==> src/rtl/pb_uart_tx.sv <==
// pb_uart_tx: transmit half of the PicoBlaze UART.
// Bytes from the CPU land in a circular FIFO. An FSM pops them and shifts
// them out LSB first on tx, one bit per (uart_clock_divide+1) clocks.
// Optional feature macro: PB_UART_TX_PARITY_EN adds an even-parity bit
// between the last data bit and the stop bit. Ports are the same either way.
// Handshake: buffer_write is a one-cycle push strobe with no ready; a push
// while the FIFO is full is dropped and reported by a one-cycle tx_overflow.
module pb_uart_tx #(
  parameter int DEPTH      = 16,
  parameter int ADDR_WIDTH = 4
) (
  input  logic        clk,
  input  logic        reset,
  input  logic        buffer_write,
  input  logic [7:0]  uart_data_write,
  input  logic        enable,
  input  logic [15:0] uart_clock_divide,
  output logic        tx,
  output logic        tx_data_present,
  output logic        tx_half_full,
  output logic        tx_full,
  output logic        tx_busy,
  output logic        tx_overflow
);

  typedef enum logic [2:0] {
    ST_IDLE   = 3'd0,
    ST_START  = 3'd1,
    ST_DATA   = 3'd2,
    ST_PARITY = 3'd3,
    ST_STOP   = 3'd4
  } state_t;

  localparam logic [ADDR_WIDTH:0] FULL_CNT = (ADDR_WIDTH+1)'(DEPTH);
  localparam logic [ADDR_WIDTH:0] HALF_CNT = (ADDR_WIDTH+1)'(DEPTH/2);

  // FIFO storage (no reset: contents are meaningless until written)
  logic [7:0] mem_q [DEPTH];

  logic [ADDR_WIDTH-1:0] wr_ptr_q, wr_ptr_d;
  logic [ADDR_WIDTH-1:0] rd_ptr_q, rd_ptr_d;
  logic [ADDR_WIDTH:0]   count_q, count_d;
  logic                  present_q, present_d;
  logic                  half_q, half_d;
  logic                  full_q, full_d;
  logic                  overflow_q, overflow_d;

  state_t      state_q, state_d;
  logic [15:0] baud_q, baud_d;
  logic [2:0]  idx_q, idx_d;
  logic [7:0]  shift_q, shift_d;
  logic        tx_q, tx_d;
`ifdef PB_UART_TX_PARITY_EN
  logic        par_q, par_d;
`endif

  logic       push;
  logic       pop;
  logic       bit_end;
  logic       can_pop;
  logic [7:0] head;

  // Debug probe: current FSM state, for binding checkers
  state_t dbg_state;
  assign dbg_state = state_q;

  // Write port of the FIFO storage
  always_ff @(posedge clk) begin
    if (push) mem_q[wr_ptr_q] <= uart_data_write;
  end

  // FIFO pointers, count and registered status flags
  always_comb begin
    push       = buffer_write && (count_q != FULL_CNT);
    overflow_d = buffer_write && (count_q == FULL_CNT);
    wr_ptr_d   = wr_ptr_q;
    rd_ptr_d   = rd_ptr_q;
    count_d    = count_q;
    if (push) wr_ptr_d = wr_ptr_q + ADDR_WIDTH'(1);
    if (pop)  rd_ptr_d = rd_ptr_q + ADDR_WIDTH'(1);
    if (push && !pop)      count_d = count_q + (ADDR_WIDTH+1)'(1);
    else if (pop && !push) count_d = count_q - (ADDR_WIDTH+1)'(1);
    // Flags follow the count as it will be after this edge
    present_d = (count_d != '0);
    half_d    = (count_d >= HALF_CNT);
    full_d    = (count_d == FULL_CNT);
  end

  // Frame sequencer: baud counter, bit index, shift register, tx level
  always_comb begin
    state_d = state_q;
    baud_d  = baud_q;
    idx_d   = idx_q;
    shift_d = shift_q;
    pop     = 1'b0;
`ifdef PB_UART_TX_PARITY_EN
    par_d   = par_q;
`endif
    head    = mem_q[rd_ptr_q];
    can_pop = enable && (count_q != '0);
    // Divide compared live, so a smaller value mid-bit lets the counter wrap
    bit_end = (baud_q == uart_clock_divide);

    case (state_q)
      ST_IDLE: begin
        if (can_pop) begin
          pop     = 1'b1;
          shift_d = head;
          baud_d  = '0;
          state_d = ST_START;
`ifdef PB_UART_TX_PARITY_EN
          par_d   = ^head;
`endif
        end
      end
      ST_START: begin
        if (bit_end) begin
          baud_d  = '0;
          idx_d   = 3'd0;
          state_d = ST_DATA;
        end else begin
          baud_d = baud_q + 16'd1;
        end
      end
      ST_DATA: begin
        if (bit_end) begin
          baud_d  = '0;
          shift_d = {1'b0, shift_q[7:1]};
          if (idx_q == 3'd7) begin
`ifdef PB_UART_TX_PARITY_EN
            state_d = ST_PARITY;
`else
            state_d = ST_STOP;
`endif
          end else begin
            idx_d = idx_q + 3'd1;
          end
        end else begin
          baud_d = baud_q + 16'd1;
        end
      end
`ifdef PB_UART_TX_PARITY_EN
      ST_PARITY: begin
        if (bit_end) begin
          baud_d  = '0;
          state_d = ST_STOP;
        end else begin
          baud_d = baud_q + 16'd1;
        end
      end
`endif
      ST_STOP: begin
        if (bit_end) begin
          baud_d = '0;
          // Chain straight into the next start bit when more data waits
          if (can_pop) begin
            pop     = 1'b1;
            shift_d = head;
            state_d = ST_START;
`ifdef PB_UART_TX_PARITY_EN
            par_d   = ^head;
`endif
          end else begin
            state_d = ST_IDLE;
          end
        end else begin
          baud_d = baud_q + 16'd1;
        end
      end
      default: state_d = ST_IDLE;
    endcase

    // tx is registered from the next state, so inputs never reach it directly
    case (state_d)
      ST_START: tx_d = 1'b0;
      ST_DATA:  tx_d = shift_d[0];
`ifdef PB_UART_TX_PARITY_EN
      ST_PARITY: tx_d = par_d;
`endif
      default:  tx_d = 1'b1;
    endcase
  end

  // State and status registers, cleared asynchronously
  always_ff @(posedge clk or negedge reset) begin
    if (!reset) begin
      wr_ptr_q   <= '0;
      rd_ptr_q   <= '0;
      count_q    <= '0;
      present_q  <= 1'b0;
      half_q     <= 1'b0;
      full_q     <= 1'b0;
      overflow_q <= 1'b0;
      state_q    <= ST_IDLE;
      baud_q     <= '0;
      idx_q      <= '0;
      shift_q    <= '0;
      tx_q       <= 1'b1;
`ifdef PB_UART_TX_PARITY_EN
      par_q      <= 1'b0;
`endif
    end else begin
      wr_ptr_q   <= wr_ptr_d;
      rd_ptr_q   <= rd_ptr_d;
      count_q    <= count_d;
      present_q  <= present_d;
      half_q     <= half_d;
      full_q     <= full_d;
      overflow_q <= overflow_d;
      state_q    <= state_d;
      baud_q     <= baud_d;
      idx_q      <= idx_d;
      shift_q    <= shift_d;
      tx_q       <= tx_d;
`ifdef PB_UART_TX_PARITY_EN
      par_q      <= par_d;
`endif
    end
  end

  assign tx              = tx_q;
  assign tx_data_present = present_q;
  assign tx_half_full    = half_q;
  assign tx_full         = full_q;
  assign tx_overflow     = overflow_q;
  assign tx_busy         = (dbg_state != ST_IDLE);

endmodule

==> config.mk <==
export PLATFORM = sky130hd
export DESIGN_NAME = pb_uart_tx
export DESIGN_NICKNAME = d
export VERILOG_FILES = /design/src/rtl/pb_uart_tx.sv
export SDC_FILE = /design/constraint.sdc
export NUM_CORES = 1
export LEC_CHECK = 0
export ABC_AREA = 1
export ABC_CLOCK_PERIOD_IN_PS = 2100
export BUFFER_PORTS_ARGS = -buffer_cell sky130_fd_sc_hd__buf_4
export CORE_MARGIN = 5
export CORE_UTILIZATION = 45
export DETAILED_ROUTE_END_ITERATION = 10
export MAX_ROUTING_LAYER = met4
export PLACE_DENSITY = 0.66
export SETUP_SLACK_MARGIN = 0.05
export SYNTH_ARGS = -nofsm -noshare
export SYNTH_HDL_FRONTEND = slang
export SYNTH_SLANG_ARGS = --single-unit
==> constraint.sdc <==
create_clock -name clk -period 2.1 [get_ports clk]
set_input_delay 0.315 -clock clk [delete_from_list [all_inputs] [get_ports clk]]
set_output_delay 0.315 -clock clk [all_outputs]
set_load 0.01 [all_outputs]
==> results.md <==
* Worst rel slew slack at 59.5%
* Initial detailed-routing violation count at 281
* Register cell area after layout at 5050 sq um
* Post-layout minimum cycle time at 1.91 ns
* Clock network latency to the later pin of the worst-skew pair at 0.44 ns
* Post-synthesis instance area at 7970 sq um
* Grt total ovfl at 0
* Wire length per cell at approximately 17 um
* Worst-path maximum fanout at 10
* Die height at 143 um
* Cell Pwr Density at between 1000 and 1500 nW/um^2
* Cell types occupying the most area after synthesis: edfxtp_1 48%, dfrtp_1 15%, o21ai_0 6.5%
* Critical path buffers and inverters at 3
* Number of nets in the finished design at 868
* Total vias in the final route at 5,584
* Peak supply drop at 0.679 mV
* Startpoint-to-endpoint class of the critical path: reg2reg
* Crit path cell chain: inv_1, ha_1, nand3_1, nand2_1, bufinv_8, nand2_1, nor2_1, buf_4
* Area of the die at 20,500 sq um
* Arrival time of data at the critical path endpoint at 2.05 ns
* Diode count at 0
* DRT Pass-1 Iters at 6
* Crit-path most repeated cell: nand2_1
* Ratio of cells with drive above 1 in the final layout at 19.8%
* Hold WC Path Type: in2reg
* Number of placement rows at 48
* Buffer depth of the longest clock path at 2
* Fillcell total at 1,465
* Global-route wire length before repair at 28,300 um
* Vias in the first global route at 5,406
* Clock net sink count at 176
* Cell taking the most area after synthesis: edfxtp_1
* Startpoint types: flop
* Placeable core region at around 17,000 sq um
* Clk Tree Root Cell: clkbuf_16
* Worst-margin pin slew at between 0.6 and 0.7 ns
* Largest stage delay on the critical path at 0.39 ns
* Number of top-level pins at 34
* Total nets after synthesis at 801
* Total area of multi-input combinational cells at roughly 2600 sq um
* I/O Buffers at 33
* All-Layer GR Usage at 18.7%
* Horizontal die dimension at 143 um
* Remaining antenna violation count at 0
* Clock slew seen by the registers of the worst setup and hold paths at 0.07 ns
* Antenna violations before repair at 0
* Drt via density at 5.23
* Type of element capturing the critical path: flop
* Maximum number of pins on one net before global-route repair at 49
* Post-synthesis area per instance at 10.5 sq um
* Detail Placement HPWL at 11,800 um
* Final cycle utilization of the critical path at 90.8%
* Leak Pwr at 3.71 nW
* RSZ-0062 raised after global routing: yes
* Setup TNS at 0 ns
* Number of max-slew violations in the final report at 0
* Max capacitance violation total at 0
* Family of cells with the greatest summed delay on the critical path: simple AND/OR/NAND/NOR gates
* Clock skew after layout at 0.0134 ns
* Setup slack after layout at 0.192 ns
* Cts bufs inserted at 17
* Number of unique standard cell types used by synthesis at 39
* CTS tree: built
* # setup viols final at 0
* Initial standard-cell utilization of the core at 45.9%
* Max Fclk at roughly 520 MHz
* Sequential element share of the synthesized area at 63.3%
* Placer congestion estimate at 0.828
* Data required time at the worst endpoint at 2.24 ns
* Final Hold Viols at 0
* Number of standard cells after synthesis at 762
* Pre-CTS setup slack at between 0.04 and 0.05 ns
* Detailed-route wire length at approximately 18,000 um
* Synth top area share at 48.2%
* Residual DRC at 0
* Result of the run: finished, final reports clean
* Worst path slowest cell: dfrtp_1
* Synthesized flop and latch total at 176
* Post-synthesis to final-layout area growth at 18.2%
* Depth of the CTS H-tree at 4
* Count of warnings emitted by yosys at 0
-- layer usage --
layer  routed length [um]  part of all wire (%)  vias up  GRT usage, %
met5                    0                     0        -             -
met4                  213                   1.2        0          5.20
met3                  819                   4.6       20          4.19
met2                 8470                    48      122          29.2
met1                 8160                    46     2679          24.8
li1                     -                     -     2763             -
-- worst min-delay path: stages --
cell and delay, ns:
buf_4 0.12, inv_1 0.04, nor2_1 0.05
-- metrics by stage --
| stage | instance area [sq um] | std cells | power [mW] | utilization, % | hold slack [ns] |
|---|---|---|---|---|---|
| 2_1_floorplan | 7970 | 762 | 7.30 | - | 0.0194 |
| 3_3_place_gp | 8670 | 1029 | 8.64 | 50.0 | 0.377 |
| 3_5_place_dp | 8670 | 1029 | 8.70 | 50.0 | 0.377 |
| 4_1_cts | 9330 | 1064 | 11.9 | 53.7 | 0.115 |
| 5_1_grt | 9420 | 1067 | 12.8 | 54.3 | 0.141 |
| 6_report | 9420 | 1067 | 12.0 | 54.3 | 0.143 |
-- cells in the final DEF, fill, tap and decap left out, types with 14 or more instances in the layout --
cell	count
o221ai_1	18
clkbuf_16	17
nand2_1	113
o22ai_1	14
nand3_1	16
edfxtp_1	128
a21oi_1	15
nor2_1	114
o21ai_0	101
dfrtp_1	44
buf_4	69
inv_1	59
-- sequential cells by signal, summed over array words and instances (netlist names), 3 cells and up --
name,cells
mem_q,128
wr_ptr_q,4
baud_q,16
rd_ptr_q,4
dbg_state,3
idx_q,3
count_q,5
shift_q,8
-- repair_timing --
item,4_1_cts,5_1_grt
pin swaps,1,2
hold buffers,1,0
buffers inserted,2,3
gates resized for setup,1,28
endpoints found under the setup margin,5,79
endpoints found under the hold margin,47,0
-- worst paths after layout --
path / from / to / slack [ns] / cells past startpoint
max: count_q[1]$_DFF_PN0_ / mem_q[7][2]$_DFFE_PP_ / 0.19 / 8
min: buffer_write / tx_overflow$_DFF_PN0_ / 0.14 / 3
max reg2reg: count_q[1]$_DFF_PN0_ / mem_q[7][2]$_DFFE_PP_ / 0.19 / 8
min reg2reg: idx_q[1]$_DFFE_PN0P_ / idx_q[1]$_DFFE_PN0P_ / 0.50 / 2
max in group asynchronous: reset / baud_q[10]$_DFFE_PN0P_ / 1.22 / 2
min in group asynchronous: reset / shift_q[4]$_DFFE_PN0P_ / 0.43 / 2
-- cells in the mapped netlist (all sizes together) --
| master | number |
|---|---|
| nand4 | 8 |
| o221ai | 18 |
| o211ai | 1 |
| clkbuf | 17 |
| buf | 9 |
| o22ai | 14 |
| xor2 | 12 |
| o21a | 1 |
| a22oi | 1 |
| nor4 | 2 |
| nor3 | 10 |
| nor2 | 128 |
| a21boi | 1 |
| or2 | 3 |
| edfxtp | 128 |
| ha | 11 |
| dfrtp | 47 |
| nand3 | 18 |
| nand2 | 130 |
| inv | 73 |
| a21oi | 15 |
| o21ai | 110 |
| bufinv | 1 |
| dfstp | 1 |
| a31oi | 3 |
-- final cells by class --
class | count | area share, %
inverters | 74 | 3.15
clock inverters | 15 | 1.94
clock buffers | 17 | 4.52
flip-flops and latches | 176 | 53.6
repair buffers | 74 | 6.36
well taps | 225 | 2.99
multi-input cells | 486 | 27.4
-- kinds of logic after synthesis --
group,synth area share [%]
and+or+nand+nor,16.7
buffers and inverters,5.07
xor gates and xnor gates,1.32
adders and majority gates,1.73
AOI/OAI and AO/OA,11.8
DFF,63.3
-- power by group --
part           total (mW)  internal, mW  switching, mW
combinational        4.20          1.48           2.72
sequential           4.60          4.30          0.299
clock                3.17          1.71           1.46
No activity file was read; power rests on OpenSTA's default activity.
